--- src/rtl/notifier_event_logger.sv ---
// Turns notifier register toggles from timing checks into timestamped events
// queued in a small show-ahead FIFO, with saturating per-channel violation counts.
module notifier_event_logger #(
  parameter int NCHAN  = 8,
  parameter int CHAN_W = 3,
  parameter int CNT_W  = 8,
  parameter int TS_W   = 16,
  parameter int DEPTH  = 4
) (
  input  logic              clk_i,
  input  logic              rst_i,
  input  logic [NCHAN-1:0]  notifier_i,
  input  logic              enable_i,
  input  logic              clear_i,
  output logic              ev_valid_o,
  input  logic              ev_ready_i,
  output logic [CHAN_W-1:0] ev_chan_o,
  output logic [TS_W-1:0]   ev_time_o,
  output logic              ev_lost_o,
  input  logic [CHAN_W-1:0] cnt_sel_i,
  output logic [CNT_W-1:0]  cnt_value_o,
  output logic              any_violation_o
);

  localparam int AW = $clog2(DEPTH);

  logic [NCHAN-1:0]  sync1_q, sync2_q, prev_q, pending_q, pending_d;
  logic [NCHAN-1:0]  toggle, cand, pushed;
  logic [CNT_W-1:0]  cnt_q [NCHAN];
  logic [TS_W-1:0]   ts_q;
  logic [CHAN_W-1:0] memChan_q [DEPTH];
  logic [TS_W-1:0]   memTime_q [DEPTH];
  logic [AW:0]       wrPtr_q, rdPtr_q;
  logic              evLost_q, anyViol_q;
  logic [CNT_W-1:0]  cntValue_q;
  logic [CHAN_W-1:0] pushIdx;
  logic              doPush, doPop, full, empty, lostHit, anyNz;
  logic [CNT_W-1:0]  selCnt;

  // A full FIFO still accepts a push when the head is popped in the same cycle.
  always_comb begin
    toggle  = (sync2_q ^ prev_q) & {NCHAN{enable_i}};
    cand    = pending_q | toggle;
    empty   = (wrPtr_q == rdPtr_q);
    full    = (wrPtr_q[AW] != rdPtr_q[AW]) && (wrPtr_q[AW-1:0] == rdPtr_q[AW-1:0]);
    doPop   = !empty && ev_ready_i;
    pushIdx = '0;
    pushed  = '0;
    for (int i = NCHAN - 1; i >= 0; i--) begin
      if (cand[i]) begin
        pushIdx   = CHAN_W'(i);
        pushed    = '0;
        pushed[i] = 1'b1;
      end
    end
    doPush = (|cand) && (!full || doPop);
    if (!doPush) pushed = '0;
    lostHit   = |(toggle & pending_q & ~pushed);
    pending_d = (pending_q | toggle) & ~pushed;
  end

  always_comb begin
    selCnt = '0;
    anyNz  = 1'b0;
    for (int i = 0; i < NCHAN; i++) begin
      if (cnt_sel_i == CHAN_W'(i)) selCnt = cnt_q[i];
      if (cnt_q[i] != '0) anyNz = 1'b1;
    end
  end

  always_ff @(posedge clk_i or posedge rst_i) begin
    if (rst_i) begin
      sync1_q    <= '0;
      sync2_q    <= '0;
      prev_q     <= '0;
      pending_q  <= '0;
      ts_q       <= '0;
      wrPtr_q    <= '0;
      rdPtr_q    <= '0;
      evLost_q   <= 1'b0;
      anyViol_q  <= 1'b0;
      cntValue_q <= '0;
      for (int i = 0; i < NCHAN; i++) cnt_q[i] <= '0;
      for (int i = 0; i < DEPTH; i++) begin
        memChan_q[i] <= '0;
        memTime_q[i] <= '0;
      end
    end else begin
      sync1_q    <= notifier_i;
      sync2_q    <= sync1_q;
      prev_q     <= sync2_q;
      ts_q       <= ts_q + TS_W'(1);
      cntValue_q <= selCnt;
      anyViol_q  <= anyNz;
      // Clear wipes logging state but leaves the sampler and timestamp running.
      if (clear_i) begin
        pending_q <= '0;
        wrPtr_q   <= '0;
        rdPtr_q   <= '0;
        evLost_q  <= 1'b0;
        for (int i = 0; i < NCHAN; i++) cnt_q[i] <= '0;
      end else begin
        pending_q <= pending_d;
        if (doPush) begin
          memChan_q[wrPtr_q[AW-1:0]] <= pushIdx;
          memTime_q[wrPtr_q[AW-1:0]] <= ts_q;
          wrPtr_q <= wrPtr_q + (AW+1)'(1);
        end
        if (doPop) rdPtr_q <= rdPtr_q + (AW+1)'(1);
        if (lostHit) evLost_q <= 1'b1;
        for (int i = 0; i < NCHAN; i++) begin
          if (toggle[i] && (cnt_q[i] != '1)) cnt_q[i] <= cnt_q[i] + CNT_W'(1);
        end
      end
    end
  end

  assign ev_valid_o      = !empty;
  assign ev_chan_o       = memChan_q[rdPtr_q[AW-1:0]];
  assign ev_time_o       = memTime_q[rdPtr_q[AW-1:0]];
  assign ev_lost_o       = evLost_q;
  assign cnt_value_o     = cntValue_q;
  assign any_violation_o = anyViol_q;

endmodule

--- config.mk ---
export PLATFORM = sky130hd
export DESIGN_NAME = notifier_event_logger
export DESIGN_NICKNAME = d
export VERILOG_FILES = /design/src/rtl/notifier_event_logger.sv
export SDC_FILE = /design/constraint.sdc
export NUM_CORES = 1
export LEC_CHECK = 0
export ABC_AREA = 1
export ABC_CLOCK_PERIOD_IN_PS = 6240
export CORE_MARGIN = 1
export CORE_UTILIZATION = 55
export DETAILED_ROUTE_END_ITERATION = 10
export MAX_ROUTING_LAYER = met4
export PLACE_DENSITY = 0.77
export SYNTH_ARGS = -nofsm -noshare
export SYNTH_HDL_FRONTEND = slang
export SYNTH_SLANG_ARGS = --single-unit
--- constraint.sdc ---
create_clock -name clk_i -period 6.24 [get_ports clk_i]
set_input_delay 0.936 -clock clk_i [delete_from_list [all_inputs] [get_ports clk_i]]
set_output_delay 0.936 -clock clk_i [all_outputs]
set_load 0.03 [all_outputs]
==> Word level (Yosys, flattened, before mapping) <==
Cells that the tools add are included.
{ "word_totals": {"reg_bits": 204, "inputBits": 16, "out_inout_bits": 30} }
{ "classes": {"add_sub_neg": 11, "n_lt_le_gt_ge": 3, "n_eq_ne": 18, "n_mux": 61, "bitwise_logic": 10, "reduce_logical": 38} }
{ "op_table": {"columns": ["op", "n"], "rows": [
  ["8-bit two-way mux", 26],
  ["8-bit by 1-bit adder with 8-bit output, second input constant", 8],
  ["64-bit bitwise mux", 1],
  ["64-bit two-way mux", 1],
  ["8-bit inequality test, second input constant", 8],
  ["8-bit nonzero test", 8],
  ["16-bit two-way mux", 3],
  ["3-bit two-way mux", 15],
  ["8-bit bitwise AND", 4],
  ["16-bit binary-select mux with 2-bit select", 1],
  ["16-bit demux with 2-bit select", 1],
  ["2-bit nonzero test", 11],
  ["16-bit by 1-bit adder with 16-bit output, second input constant", 1],
  ["8-bit OR reduction", 2],
  ["12-bit bitwise mux", 1],
  ["3-bit == test, second input constant", 4],
  ["1-bit logical AND", 12],
  ["1-bit two-way mux", 10],
  ["8-bit inverter", 1],
  ["8-bit bitwise OR", 1],
  ["8-bit bitwise XOR", 1],
  ["3-bit by 1-bit adder with 3-bit output, second input constant", 2],
  ["3-bit binary-select mux with 2-bit select", 1],
  ["3-bit demux with 2-bit select", 1],
  ["other kinds (13)", 17]
]} }

==> Logic depth before layout (Yosys ltp) <==
Gate-level depths: netlist of the first run.
{ "logic_depth": {"ltp_word": 17, "ltp_mapped": 14} }

==> Worst setup path after synthesis of the first run <==
OpenSTA, ideal clock, no wires.
{ "synth_path": {"path_type": "register to output", "from": "register rdPtr_q[0]", "to": "output ev_time_o[14]", "t_arrival_ns": 1.579, "slack_ns": 3.725, "stages_incl_launch_ff": 5, "n_path_buf": 2, "cell_sequence": "dfrtp_1 > clkbuf_1 > clkbuf_1 > o21ai_0 > o22ai_1"} }
{ "synth_via": {"elab_chain_cells": 4} }
{ "synth_lines": {"columns": ["item", "line", "text"], "rows": [
  ["start: declaration", "33", "logic [AW:0] wrPtr_q, rdPtr_q;"],
  ["start signal: assignment", "109", "if (doPop) rdPtr_q <= rdPtr_q + (AW+1)'(1);"],
  ["2-bit inverter with 3-bit output (not written as such)", "120", "assign ev_time_o = memTime_q[rdPtr_q[AW-1:0]];"],
  ["16-bit binary-select mux with 2-bit select", "120", null],
  ["16-bit two-way mux (not written as such) (2 in series)", "120", null],
  ["end: declaration", "18", "output logic [TS_W-1:0] ev_time_o,"]
]} }
No other way between the ends. The select of a mux whose other input is x is not followed.

==> Worst setup path in the final report of the first run <==
{ "layout_path": {"from": "register rdPtr_q[0]", "to": "output ev_chan_o[2]"} }
{ "layout_via": {"elab_chain_cells": 4} }
{ "layout_lines": {"columns": ["item", "line", "text"], "rows": [
  ["2-bit inverter with 3-bit output (not written as such)", "119", "assign ev_chan_o = memChan_q[rdPtr_q[AW-1:0]];"],
  ["3-bit binary-select mux with 2-bit select", "119", null],
  ["3-bit two-way mux (not written as such) (2 in series)", "119", null],
  ["end: declaration", "17", "output logic [CHAN_W-1:0] ev_chan_o,"]
]} }
No other way between the ends. The select of a mux whose other input is x is not followed.

==> flow_metrics.env, run 1 <==
export IMPL_yosysMostFrequentCell="nand2_1"
export IMPL_start_util_pct=56.8
export IMPL_worst_path_max_delay_cell="clkdlybuf4s50_1"
export IMPL_final_setup_tns_ps=0
export IMPL_nets=1271
export IMPL_wl_per_cell_um=15.4
export IMPL_netlist_area_leader_share_pct=51.4
export IMPL_num_vias=8311
export IMPL_path_cells="buf_4, inv_1, buf_4, o21ai_0, o22ai_1, clkdlybuf4s50_1"
export IMPL_async_reset_ff_share_pct=100
export IMPL_cts_buffers=22
export IMPL_max_cap_violations=0
export IMPL_synth_fp_nets=1229
export IMPL_io_pins=46
export IMPL_slew_violations=0
export IMPL_root_buffer="clkbuf_16"
export IMPL_relSlewSlack_pct=28.3
export IMPL_synth_fa_ha_area_share_pct=2.77
export IMPL_fin_crit_sh_pct=59.6
export IMPL_yosysUniqueCellTypes=36
export IMPL_syn_to_final_growth_pct=12.5
export IMPL_clk_latency_ps=510
export IMPL_critical_path_most_common_cell="buf_4"
export IMPL_synth_top_family_by_area="simple AND/OR/NAND/NOR gates"
export IMPL_peakVddDrop_v=0.000316
export IMPL_hp_class="reg2reg"
export IMPL_seq_area_frac_synth_pct=51.4
export IMPL_drt_iter0_markers=689
export IMPL_synthMuxAreaShare_pct=0
export IMPL_dieWidth_um=136
export IMPL_setup_viol=0
export IMPL_cts_buffer_depth=3
export IMPL_end_kind="primary output"
export IMPL_arrival_ps=2780
export IMPL_grt_max_degree=78
export IMPL_cts_sinks=204
export IMPL_core_area_um2=17500
export IMPL_finClkSkew_ps=17.2
export IMPL_fillers=1510
export IMPL_yosysTopAreaCell="dfrtp_1"
export IMPL_synth_simple_gate_area_share_pct=21.4
export IMPL_via_per_inst=5.65
export IMPL_cts_tree="done"
export IMPL_crit_type="reg2out"
export IMPL_grt_total_usage_pct=26.6
export IMPL_rows=48
export IMPL_routed_wl_mm=22.6
export IMPL_synth_common_cells="nand2_1 (241), dfrtp_1 (204), inv_1 (146)"
export IMPL_cts_hold_buf=0
export IMPL_first_global_vias=7899
export IMPL_syn_avg_cell_area_um2=8.33
export IMPL_fp_dieArea_um2=18600
export IMPL_grt_pass1_wl_mm=38.2
export IMPL_route_detailed_drc=0
export IMPL_io_buffer_count=45
export IMPL_fmax_ghz=0.269
export IMPL_min_path_cells=0
export IMPL_ctsResizeCount=0
export IMPL_antenna_left=0
export IMPL_rsz0062_at_grt="no"
export IMPL_hpwl_mm=15.1
export IMPL_p_total_mw=3.62
export IMPL_synth_edf_count=0
export IMPL_p_per_area_nw_per_um2=324
export IMPL_synth_compound_area_share_pct=14.4
export IMPL_grt_overflow_total=0
export IMPL_synth_xor_area_share_pct=2.12
export IMPL_status="finished, final reports clean"
export IMPL_hold_slack_ps=346
export IMPL_antenna_found_initial=0
export IMPL_htree_levels=1
export IMPL_synthFlopType="dfrtp_1"
export IMPL_ys_warn_count=0
export IMPL_startpoint_type="register"
export IMPL_rr_worst_depth=10
export IMPL_synthesis_area_um2=9920
export IMPL_crit_required_ps=5300
export IMPL_fin_crit_ps=3720
export IMPL_finalHoldViolations=0
export IMPL_cts_setup_buffers=0
export IMPL_path_clk_slew_ps=50
export IMPL_synth_area_leaders="dfrtp_1 (51%), nand2_1 (9.1%), inv_1 (5.5%)"
export IMPL_tightest_slew_ps=1070
export IMPL_drive_gt1_share_pct=4.34
export IMPL_synthCells=1191
export IMPL_drt_pass1_iterations=7
export IMPL_diodes=0
export IMPL_ys_ff_latch=204
export IMPL_cp_slowest_stage_delay_ps=730
export IMPL_cp_max_fo=42
export IMPL_gp_routability_congestion=0.935
export IMPL_fp_dieH_um=136
export IMPL_p_leak_nw=5.20
flip-flops by register name (all words and copies together) (netlist names):
| signal | count |
|---|---|
| pending_q | 8 |
| prev_q | 8 |
| any_violation_o | 1 |
| sync1_q | 8 |
| wrPtr_q | 3 |
| cnt_value_o | 8 |
| sync2_q | 8 |
| rdPtr_q | 3 |
| ev_lost_o | 1 |
| memChan_q | 12 |
| cnt_q | 64 |
| ts_q | 16 |
| memTime_q | 64 |
cell type report:
cell class | instances | area (µm²) | area share, %
Clock inverter | 4 | 31.3 | 0.280
Clock buffer | 32 | 638 | 5.72
Inverter | 148 | 559 | 5.01
Sequential cell | 204 | 5100 | 45.7
Timing Repair Buffer | 52 | 503 | 4.51
Tap cell | 225 | 282 | 2.52
Multi-Input combinational cell | 805 | 4050 | 36.2
metrics by stage:
step | setup WS, ps | util, % | cell area (µm²) | std cells
after floorplan | 2660 | - | 9930 | 1191
after global placement | 2710 | 60.0 | 10500 | 1434
after detailed placement | 2670 | 60.0 | 10500 | 1434
after CTS | 2500 | 63.9 | 11200 | 1470
after global routing | 2400 | 63.9 | 11200 | 1470
final | 2520 | 63.9 | 11200 | 1470
power breakdown:
part	total (mW)	internal [mW]	switching [mW]
clock	1.22	0.705	0.515
combinational	0.882	0.309	0.573
sequential	1.51	1.44	0.0685
kinds of logic (layout without fill, tap and decap cells):
logic type	after synthesis	count (layout)
AOI/OAI and AO/OA	266	266
xor gates and xnor gates	24	24
adders and majority gates	22	22
buffers and inverters	182	236
DFF	204	204
and+or+nand+nor	493	493
metal layers:
metal / wire length [µm] / part of all wire (%) / global-route usage (%)
met1: 10100 / 44 / 35.9
met2: 10600 / 47 / 41.3
met3: 1380 / 6.1 / 3.84
met4: 576 / 2.5 / 8.77
met5: 0 / 0 / -
placed cells by master (no fill, tap or decap), types with 17 or more instances in the layout:
cell and instances:
o21ai_0 95, dfrtp_1 204, xor2_1 23, nand2_1 241
clkdlybuf4s50_1 45, a21oi_1 51, o22ai_1 27, nand3_1 68
nor3_1 38, clkbuf_16 22, inv_1 145, nor2_1 103
nand4_1 17, o21ai_1 68, ha_1 22
critical path: cells and delay by family, from the launching register on:
family | cells | cell delay (ps)
AOI/OAI and AO/OA | 2 | 390
buffers and inverters | 4 | 1500
DFF | 1 | 360
worst paths after layout:
path	from	slack [ps]	endpoint
max in group asynchronous	rst_i	4350	memTime_q[56]
min in group asynchronous	rst_i	710	cnt_q[45]
setup / recovery	rdPtr_q[0]	2520	ev_chan_o[2]
hold / removal	sync1_q[1]	350	sync2_q[1]
setup reg to reg	rdPtr_q[1]	3850	memTime_q[14]
hold reg to reg	sync1_q[1]	350	sync2_q[1]
(Power assumes the default switching activity.)
==> inputs of run 2 (changes only) <==
--- a/config.mk
+++ b/config.mk
@@ -6,7 +6,7 @@
 export NUM_CORES = 1
 export LEC_CHECK = 0
 export ABC_AREA = 1
-export ABC_CLOCK_PERIOD_IN_PS = 6240
+export ABC_CLOCK_PERIOD_IN_PS = 3200
 export CORE_MARGIN = 1
 export CORE_UTILIZATION = 55
 export DETAILED_ROUTE_END_ITERATION = 10
==> constraint.sdc (replaced) <==
create_clock -name clk_i -period 3.2 [get_ports clk_i]
set_input_delay 0.48 -clock clk_i [delete_from_list [all_inputs] [get_ports clk_i]]
set_output_delay 0.48 -clock clk_i [all_outputs]
set_load 0.03 [all_outputs]
==> flow_metrics.env, run 2 (synthesized netlist as in run 1, its figures left out) <==
export IMPL_fin_crit_sh_pct=92.5
export IMPL_drt_iter0_markers=694
export IMPL_layout_commonest_cell="nand2_1"
export IMPL_tightest_slew_ps=790
export IMPL_drt_pass1_iterations=7
export IMPL_max_cap_violations=0
export IMPL_startpoint_type="register"
export IMPL_r2r_end="memChan_q[1]"
export IMPL_setup_viol=0
export IMPL_rows=48
export IMPL_syn_to_final_growth_pct=14.8
export IMPL_arrival_ps=2480
export IMPL_r2r_start="sync2_q[6]"
export IMPL_cts_hold_buf=0
export IMPL_hp_class="in2async"
export IMPL_pre_cts_slack_ps=126
export IMPL_fmax_ghz=0.338
export IMPL_num_vias=8229
export IMPL_root_buffer="clkbuf_16"
export IMPL_route_detailed_drc=0
export IMPL_p_per_area_nw_per_um2=650
export IMPL_grt_pass1_wl_mm=37.9
export IMPL_finalHoldViolations=0
export IMPL_grt_overflow_total=0
export IMPL_htree_levels=1
export IMPL_cts_buffers=22
export IMPL_largestRegisters="cnt_q (64), memTime_q (64), ts_q (16)"
export IMPL_final_util_pct=65.2
export IMPL_mostFrequentLayoutCells="nand2_1 (241), dfrtp_1 (204), inv_1 (145)"
export IMPL_path_clk_slew_ps=60
export IMPL_fp_dieArea_um2=18600
export IMPL_via_per_inst=5.55
export IMPL_setup_ws_ps=240
export IMPL_final_setup_tns_ps=0
export IMPL_io_pins=46
export IMPL_cp_max_fo=15
export IMPL_diodes=0
export IMPL_hpwl_mm=15.2
export IMPL_rr_worst_depth=11
export IMPL_status="finished, final reports clean"
export IMPL_routed_wl_mm=22.6
export IMPL_first_global_vias=7853
export IMPL_grt_total_usage_pct=26.4
export IMPL_rsz0062_at_grt="no"
export IMPL_clk_latency_ps=510
export IMPL_drive_gt1_share_pct=5.80
export IMPL_start_util_pct=56.8
export IMPL_nets=1281
export IMPL_slew_violations=0
export IMPL_dieWidth_um=136
export IMPL_fin_crit_ps=2960
export IMPL_finClkSkew_ps=12.2
export IMPL_p_leak_nw=5.33
export IMPL_grt_max_degree=96
export IMPL_gp_routability_congestion=0.956
export IMPL_r2r_slack_ps=880
export IMPL_crit_end="ev_time_o[9]"
export IMPL_relSlewSlack_pct=47.0
export IMPL_end_kind="primary output"
export IMPL_wl_per_cell_um=15.3
export IMPL_crit_type="reg2out"
export IMPL_crit_required_ps=2720
export IMPL_startpoint="rdPtr_q[1]"
export IMPL_ctsResizeCount=0
export IMPL_antenna_found_initial=0
export IMPL_cts_buffer_depth=3
export IMPL_core_area_um2=17500
export IMPL_cts_setup_buffers=0
export IMPL_peakVddDrop_v=0.000487
export IMPL_io_buffer_count=45
export IMPL_fp_dieH_um=136
export IMPL_cts_tree="done"
export IMPL_cts_sinks=204
export IMPL_antenna_left=0
-- run 2: cell types whose count changed in the layout (fill, tap and decap cells not counted), sizes merged --
cell,delta
clkbuf,-3
bufinv,+3
clkinv,+2
clkinvlp,+1
clkdlybuf4s50,-1
buf,+11
-- run 2: area by class of cell --
class,count,area [µm²]
clock buffers,29,647
clock inverters,10,139
fillers,1431,6090
inverters,148,559
multi-input cells,805,4050
flip-flops and latches,204,5100
well taps,225,282
repair buffers,62,613
-- run 2: where the power goes --
part           internal (mW)  switching [mW]
Combinational          0.626            1.13
Clock                   1.66            1.04
Sequential              2.82           0.138
Total                   5.11            2.30
-- run 2: through the flow --
stage	power, mW	instance area (µm²)	std cells	hold slack [ps]
after floorplan	4.13	9930	1191	331
after global placement	4.70	10600	1444	332
after detailed placement	4.73	10600	1444	336
after CTS	7.46	11400	1483	303
after global routing	7.75	11400	1483	344
final	7.41	11400	1483	314
-- run 2: worst max-delay path, cell delays in order, from the launching register on --
cell and delay, ps:
dfrtp_1 370, inv_1 370, buf_4 240, o21ai_0 90, o22ai_1 180, clkdlybuf4s50_1 710
-- run 2: metal layers --
layer / track usage [%] / share of wire [%] / up-vias
met3: 3.84 / 5.8 / 47
li1: - / - / 4060
met5: - / 0 / -
met4: 8.77 / 2.7 / 0
met2: 39.9 / 45 / 258
met1: 36.6 / 46 / 3864
-- run 2: worst min-delay path by stage --
stage,from,end,cells past startpoint
6_report,rst_i,sync2_q[6],2
3_3_place_gp,sync1_q[0],sync2_q[0],0
4_1_cts,rst_i,sync2_q[6],2
5_1_grt,rst_i,pending_q[0],2
3_5_place_dp,sync1_q[1],sync2_q[1],0
2_1_floorplan,sync1_q[0],sync2_q[0],0
==> inputs of run 3 (changes only) <==
--- a/config.mk
+++ b/config.mk
@@ -11,7 +11,8 @@
 export CORE_UTILIZATION = 55
 export DETAILED_ROUTE_END_ITERATION = 10
 export MAX_ROUTING_LAYER = met4
-export PLACE_DENSITY = 0.77
+export PLACE_DENSITY = 0.74
+export SKIP_CTS_REPAIR_TIMING = 1
 export SYNTH_ARGS = -nofsm -noshare
 export SYNTH_HDL_FRONTEND = slang
 export SYNTH_SLANG_ARGS = --single-unit
==> constraint.sdc (replaced) <==
create_clock -name clk_i -period 3.2 [get_ports clk_i]
set_input_delay 0.64 -clock clk_i [delete_from_list [all_inputs] [get_ports clk_i]]
set_output_delay 0.64 -clock clk_i [all_outputs]
set_load 0.03 [all_outputs]
==> flow_metrics.env, run 3 (synthesized netlist as in run 1, its figures left out) <==
export IMPL_hpwl_mm=15.5
export IMPL_path_cells="clkinvlp_4, buf_4, o21ai_0, o22ai_1, clkdlybuf4s50_1"
export IMPL_status="finished, final reports clean"
export IMPL_root_buffer="clkbuf_16"
export IMPL_nets=1289
export IMPL_gr_usage_met2_pct=39.8
export IMPL_p_leak_nw=5.39
export IMPL_rsz0062_at_grt="no"
export IMPL_drive_gt1_share_pct=6.55
export IMPL_rows=48
export IMPL_finClkSkew_ps=19.1
export IMPL_min_path_cells=0
export IMPL_max_cap_violations=0
export IMPL_cts_sinks=204
export IMPL_grtUsageMet3_pct=3.02
export IMPL_grt_overflow_total=0
export IMPL_fmax_ghz=0.338
export IMPL_grt_pass1_wl_mm=38.0
export IMPL_grtUsageMet1_pct=37.3
export IMPL_fin_crit_sh_pct=92.4
export IMPL_start_util_pct=56.8
export IMPL_stdcell_area_um2=11600
export IMPL_cp_slowest_stage_delay_ps=700
export IMPL_wl_per_cell_um=15.0
export IMPL_place_area_um2=10700
export IMPL_worst_path_max_delay_cell="clkdlybuf4s50_1"
export IMPL_cts_tree="done"
export IMPL_pre_cts_slack_ps=167
export IMPL_syn_to_final_growth_pct=16.6
export IMPL_antenna_found_initial=0
export IMPL_arrival_ps=2320
export IMPL_dp_cells=1452
export IMPL_dieWidth_um=136
export IMPL_tightest_slew_ps=784
export IMPL_hold_slack_ps=348
export IMPL_hp_class="reg2reg"
export IMPL_fin_crit_ps=2960
export IMPL_num_vias=8248
export IMPL_route_detailed_drc=0
export IMPL_first_global_vias=7797
export IMPL_peakVddDrop_v=0.000507
export IMPL_fillers=1400
export IMPL_p_total_mw=7.71
export IMPL_drt_iter0_markers=647
export IMPL_htree_levels=1
export IMPL_io_buffer_count=45
export IMPL_largestRegisters="cnt_q (64), memTime_q (64), ts_q (16)"
export IMPL_drt_pass1_iterations=6
export IMPL_gp_routability_congestion=0.928
export IMPL_crit_required_ps=2560
export IMPL_cts_buffers=22
export IMPL_routed_wl_mm=22.4
export IMPL_final_cells=1492
export IMPL_busiest_layer="met2"
export IMPL_path_clk_slew_ps=60
export IMPL_layout_commonest_cell="nand2_1"
export IMPL_startpoint_type="register"
export IMPL_multiInputGateArea_um2=4050
export IMPL_slew_violations=0
export IMPL_via_per_inst=5.53
export IMPL_clk_latency_ps=510
export IMPL_diodes=0
export IMPL_rr_worst_depth=10
export IMPL_grt_total_usage_pct=26.3
export IMPL_setup_ws_ps=243
export IMPL_finalHoldViolations=0
export IMPL_relSlewSlack_pct=47.6
export IMPL_mostFrequentLayoutCells="nand2_1 (241), dfrtp_1 (204), inv_1 (144)"
export IMPL_core_area_um2=17500
export IMPL_grt_max_degree=64
export IMPL_end_kind="primary output"
export IMPL_fp_dieH_um=136
export IMPL_io_pins=46
export IMPL_antenna_left=0
export IMPL_crit_type="reg2out"
export IMPL_setup_viol=0
export IMPL_cts_buffer_depth=3
export IMPL_register_area_um2=5100
export IMPL_p_per_area_nw_per_um2=666
export IMPL_fp_dieArea_um2=18600
export IMPL_cp_max_fo=14
## run 3: metrics by stage
step	TNS, ps	utilization [%]
3_3_place_gp	0	61.2
6_report	0	66.2
4_1_cts	0	66.2
2_1_floorplan	-17190	-
3_5_place_dp	0	61.2
5_1_grt	0	66.2
## run 3: path summary, 6_finish.rpt
kind	start	end	slack, ps
max in group asynchronous	rst_i	ts_q[2]	1910
max	rdPtr_q[1]	ev_time_o[15]	240
max reg2reg	rdPtr_q[1]	memTime_q[12]	900
min	sync1_q[2]	sync2_q[2]	350
min in group asynchronous	rst_i	prev_q[6]	620
min reg2reg	sync1_q[2]	sync2_q[2]	350
## run 3: critical path: cells and delay by family, from the launching register on
family / cells / cell delay, ps
flops: 1 / 400
compound gates: 2 / 260
buf+inv: 3 / 1130
## run 3: where the power goes
part           total (mW)  internal [mW]  switching, mW
logic                1.75          0.640           1.11
clock network        3.01           1.92           1.09
registers            2.95           2.82          0.138
total                7.71           5.37           2.34
## run 3: cell type report
cell class              instances  area share [%]
multi-input cells             805            34.9
repair buffers                 70            6.14
inverters                     148            4.86
well taps                     225            2.43
clock buffers                  22            4.76
flip-flops and latches        204            44.1
clock inverters                18            2.76
## run 3: metal layers
metal  share of wire [%]  wire length, µm
met5                   0                0
met4                 2.2              497
met3                 4.2              953
met2                  45            10100
met1                  48            10800
